[config.mk]
export PLATFORM = sky130hd
export DESIGN_NAME = mult_shift_add
export DESIGN_NICKNAME = d
export VERILOG_FILES = /design/src/rtl/mult_shift_add.sv
export SDC_FILE = /design/constraint.sdc
export NUM_CORES = 1
export LEC_CHECK = 0
export ABC_CLOCK_PERIOD_IN_PS = 2150
export BUFFER_PORTS_ARGS = -buffer_cell sky130_fd_sc_hd__buf_4
export CAP_MARGIN = 40
export CORE_MARGIN = 2
export CORE_UTILIZATION = 50
export CTS_BUF_LIST = sky130_fd_sc_hd__clkbuf_4
export DETAILED_ROUTE_END_ITERATION = 10
export HOLD_SLACK_MARGIN = 0.06
export PLACE_DENSITY = 0.72
export SLEW_MARGIN = 15
export SYNTH_ARGS = -nofsm -noshare
export SYNTH_HDL_FRONTEND = slang
export SYNTH_SLANG_ARGS = --single-unit
export TNS_END_PERCENT = 20
[constraint.sdc]
create_clock -name clk -period 2.15 [get_ports clk]
set_clock_uncertainty 0.1 [all_clocks]
set_input_delay 0.1075 -clock clk [delete_from_list [all_inputs] [get_ports clk]]
set_output_delay 0.1075 -clock clk [all_outputs]
set_load 0.005 [all_outputs]
[src/rtl/mult_shift_add.sv]
// Sequential shift-and-add multiplier with its own control FSM.
// The initiator raises init in IDLE; the block walks the multiplier
// bits LSB first, adding the shifted multiplicand for every set bit.
// It stops as soon as the remaining multiplier bits are all zero, so
// high zero bits cost no cycles. A one-cycle done strobe marks a
// valid product. pp then holds until the next accepted init or reset.
module mult_shift_add #(
  parameter int WIDTH = 3
) (
  input  logic               clk,
  input  logic               rst,
  input  logic               init,
  input  logic [WIDTH-1:0]   A,
  input  logic [WIDTH-1:0]   B,
  output logic [2*WIDTH-1:0] pp,
  output logic               done,
  output logic               busy
);

  localparam int PW = 2 * WIDTH;

  typedef enum logic [2:0] {
    IDLE  = 3'd0,
    CHECK = 3'd1,
    ADD   = 3'd2,
    SHIFT = 3'd3,
    DONE  = 3'd4
  } state_t;

  state_t           state_reg, state_next;
  logic [PW-1:0]    pp_reg, pp_next;
  logic [PW-1:0]    a_reg, a_next;     // zero-extended, shifted multiplicand
  logic [WIDTH-1:0] b_reg, b_next;     // multiplier, consumed LSB first
  logic             b_is_zero;

  // The zero test on the shifting multiplier gives early termination.
  assign b_is_zero = (b_reg == '0);

  // State and datapath registers; reset wins over everything, mid-run too.
  always_ff @(posedge clk) begin
    if (rst) begin
      state_reg <= IDLE;
      pp_reg    <= '0;
      a_reg     <= '0;
      b_reg     <= '0;
    end else begin
      state_reg <= state_next;
      pp_reg    <= pp_next;
      a_reg     <= a_next;
      b_reg     <= b_next;
    end
  end

  // Next-state, datapath updates and decoded status outputs.
  always_comb begin
    state_next = state_reg;
    pp_next    = pp_reg;
    a_next     = a_reg;
    b_next     = b_reg;
    done       = 1'b0;
    busy       = 1'b0;

    unique case (state_reg)
      IDLE: begin
        // Operands are sampled only here, so later A/B or init activity
        // cannot disturb a running operation.
        if (init) begin
          a_next     = {{WIDTH{1'b0}}, A};
          b_next     = B;
          pp_next    = '0;
          state_next = CHECK;
        end
      end

      CHECK: begin
        busy = 1'b1;
        if (b_is_zero) begin
          state_next = DONE;
        end else if (b_reg[0]) begin
          state_next = ADD;
        end else begin
          state_next = SHIFT;
        end
      end

      ADD: begin
        busy = 1'b1;
        // The product width holds (2^WIDTH-1)^2, so no carry out is kept.
        pp_next    = pp_reg + a_reg;
        state_next = SHIFT;
      end

      SHIFT: begin
        busy       = 1'b1;
        a_next     = a_reg << 1;
        b_next     = b_reg >> 1;
        state_next = CHECK;
      end

      DONE: begin
        // A single strobe cycle; init seen here is deliberately ignored.
        done       = 1'b1;
        state_next = IDLE;
      end

      default: begin
        state_next = IDLE;
      end
    endcase
  end

  assign pp = pp_reg;

endmodule
* Yosys cells after proc, flatten, opt, wreduce, memory -nomap -nowiden
Cells that the tools add are included.
Word-level totals: output and inout port bits 8, input bits 9, flip-flop bits (word level) 18
Operators by class: equality and inequality tests 5, add/sub/neg operators 1, mux-type cells 12, reduce and logical (&&, ||, !) cells 7
Operators with widths (count):
- $pmux W6 S2 | 2
- $mux W6 | 2
- $pmux W3 S4 | 1
- $mux W3 | 3
- $add A6 B6 Y6 | 1
- $eq A3 B2 Y1 const B | 2
- $logic_not A3 Y1 | 2
- $pmux W3 S2 | 1
- $reduce_and A2 Y1 | 2
- $reduce_bool A2 Y1 | 2
- $eq A3 B1 Y1 const B | 1
- $eq A3 B3 Y1 const B | 1
- $mux W1 | 3
- $reduce_or A3 Y1 | 1
- $ne A2 B2 Y1 const B | 1

* Longest topological paths before layout
depth after elaboration 3, gate-level depth with buffers 6, mapped depth without buffers 6

* Least setup slack after synthesis
Ideal clock, no wire load.
path kind reg-to-reg, start point reg pp_reg[1], in the netlist pp[1], end point reg pp_reg[5], in the netlist pp[5], data required time 1.929 ns, cell stages (with the launch flop) 6, path buffers 0, setup slack 0.243 ns, clock period less this slack 1.907 ns, arrival 1.686 ns, path through dfxtp_1 > ha_1 > a211o_1 > and4_1 > a311o_1 > mux2_4
Between the ends: longest elaborated chain between the ends 2
RTL lines:
- from (decl) | line 31 | logic [PW-1:0] pp_reg, pp_next;
- from (signal assigned) | line 48 | pp_reg <= pp_next;
- $add A6 B6 Y6 | line 89 | pp_next = pp_reg + a_reg;
- $pmux W6 S2 | line 63 | unique case (state_reg)
No other way between the ends. A chain may end at the register's enable or synchronous reset.

* Worst setup path in the final report
start point reg state_reg[0], end point reg b_reg[2]
Between the ends: longest elaborated chain between the ends 3
RTL lines:
- from (decl) | line 30 | state_t state_reg, state_next;
- from (signal assigned) | line 47 | state_reg <= state_next;
- $eq A3 B2 Y1 or $logic_not A3 Y1 (tied branches) | line 63
- $reduce_bool A2 Y1 (no line) or $ne A2 B2 Y1 (tied branches)
- $reduce_and A2 Y1 (no line)
- to (signal assigned) | line 50 | b_reg <= b_next;
- to (decl) | line 33 | logic [WIDTH-1:0] b_reg, b_next;
Parallel ways exist; a longest one is shown, timed or not.

==> flow_summary.yaml <==
placement:
  hpwl_mm: 1.41
  place_congestion: 0.762
  io_buffers: 16
synth:
  ys_top_cells_by_count: "18 x dfxtp_1, 18 x nor2_1, 6 x a22oi_1, 6 x mux2i_1"
  ys_warn_count: 0
  synth_top_area_cell: "dfxtp_1"
  synth_area_leaders: "dfxtp_1 37%, nor2_1 6.9%, ha_1 6.4%"
  synth.top_cell.area_share_pct: 36.7
  async_flop_share_pct: 0
  synth_area_per_cell_um2: 9.43
  netlist_area_um2: 981
  yosysSeqAreaShare_pct: 36.7
  ys.flop_type: "dfxtp_1"
  synth_cells: 104
  synth_edf_count: 0
  synth-seq-cells: 18
  yosysUniqueCellTypes: 36
  syn-num-nets: 119
power:
  total_power_mw: 0.712
  power_density_nw_per_um2: 595
  vdd_ir_drop_max_v: 0.000441
  power.leakage_nw: 0.558
floorplanning:
  rows: 16
  die_w_um: 48.3
  initial_core_util_pct: 51.6
  dieHeight_um: 48.3
  dieArea_um2: 2330
  coreArea_um2: 1900
  io_pins: 17
global_routing:
  grt_max_degree: 21
  antenna_found_initial: 0
  grt_pass1_wl_mm: 2.97
  gr-total-overflow: 0
  grt_pass1_vias: 706
  grt_use_total_pct: 18.9
job:
  drv_cap: 0
routing:
  drt-met1-wl_um: 943
  met3_length_um: 68
  wirelength_mm: 1.92
  dr_total_vias: 838
  ant_nets: 0
  wire_per_inst_um: 12.7
  met2_length_um: 875
  top_layer_used: "met4"
  drcViolationCount: 0
  via_per_inst: 5.55
  drtIter0Drc: 14
  dr.pass1.iters: 4
timing:
  report.final.hold_viol_count: 0
  min_period_ps: 2020
  fin_crit_sh_pct: 94.0
  tns_ps: 0
  tightestPinTransition_ps: 379
  fmaxAchievable_mhz: 495
  rsz0062_at_grt: "false"
  maxSlewViolCount: 0
  maxSlewHeadroom_pct: 74.7
  setup_viol: 0
clock_network:
  clock_sinks: 18
  clock_latency_ps: 290
  holdBufCountCts: 4
  cts_tree: "yes"
  clock_path_buffers: 2
  numCtsBuffers: 3
  clk_pin_slew_worst_paths_ps: 110
  postCtsSetupBuffers: 0
  cts_root_buf: "clkbuf_4"
  cts_resized: 0
  htreeDepth: 1
cells_and_area:
  nFillCells: 165
  area_growth_pct: 21.9
  drive_gt1_share_pct: 21.8
  seq_area_um2: 360
  n_antenna_cell: 0
  multi_input_area_um2: 593
  fin_nets: 140
critical_path:
  cp.arrival_ps: 2110
  critPathKind: "reg -> reg"
  cp-startpoint: "state_reg[0]$_SDFFE_PP0P_"
  startpoint_type: "register"
  path_max_fanout: 9
  worstSetupEndpointType: "register"
  r2r_start: "state_reg[0]$_SDFFE_PP0P_"
  critPathRequiredTime_ps: 2240
worst_hold_path:
  hold_start: "B[0]"
  hold_path.class: "in -> reg"
run_status:
  outcome: "complete, no violations"
==> layout make-up <==
cell class | count | area share (%)
Multi-Input combinational cell | 79 | 49.6
Timing Repair Buffer | 23 | 15.3
Clock inverter | 1 | 0.314
Tap cell | 27 | 2.82
Sequential cell | 18 | 30.1
Clock buffer | 3 | 1.88
==> worst max-delay path, stage by stage (launching register included) <==
cell           delay (ps)
dfxtp_1               420
nor4b_2               370
buf_4                 230
mux2i_1               190
nor3_1                 50
dlygate4sd3_1         560
==> layout by cell type (no fill, tap or decap), types with 3 or more instances in the layout <==
master         synthesis  layout
a211oi_1               5       5
a22oi_1                6       6
buf_4                  1      19
clkbuf_4               0       3
dfxtp_1               18      18
dlygate4sd3_1          0       4
ha_1                   5       5
mux2i_1                6       6
nand2b_1               4       4
nor2_1                18      18
nor3_1                 3       3
nor3b_1                3       3
==> cell families after synthesis <==
logic type               after synthesis  share of synthesized area (%)
adder cells (fa/ha/maj)                6                           8.42
flip-flops                            18                           36.7
buffers and inverters                  7                           3.44
multiplexers                           7                           7.65
AND/OR/NAND/NOR                       41                           24.4
AO/OA/AOI/OAI                         23                           17.6
XOR/XNOR                               2                           1.79
==> power breakdown <==
group | internal, mW | switching, mW
registers | 0.354 | 0.0319
clock network | 0.0676 | 0.106
logic | 0.0832 | 0.0685
total | 0.505 | 0.207
==> routing by layer <==
layer / vias to the layer above / track usage, %
met2: 19 / 29.2
li1: 420 / -
met3: 5 / 4.44
met5: - / 0
met1: 394 / 25.2
met4: 0 / 8.11
==> final timing paths <==
check	endpoint	slack, ps	cells past startpoint
hold / removal	b_reg[0]$_SDFFE_PP0P_	70	3
setup / recovery	b_reg[2]$_SDFFE_PP0P_	130	5
hold reg to reg	pp[4]$_SDFFE_PP0P_	420	2
setup reg to reg	b_reg[2]$_SDFFE_PP0P_	130	5
==> per-stage QoR <==
stage	utilization (%)	instances	setup slack, ps	hold slack, ps	instance area [um2]
after detailed placement	59.4	143	184	322	1130
after global placement	59.4	143	234	295	1130
after floorplan	-	104	243	188	981
after global routing	62.9	151	23.4	87.9	1200
final	62.9	151	130	66.5	1200
after CTS	62.9	151	120	62.8	1200
Power figures use the tool's default switching activity.
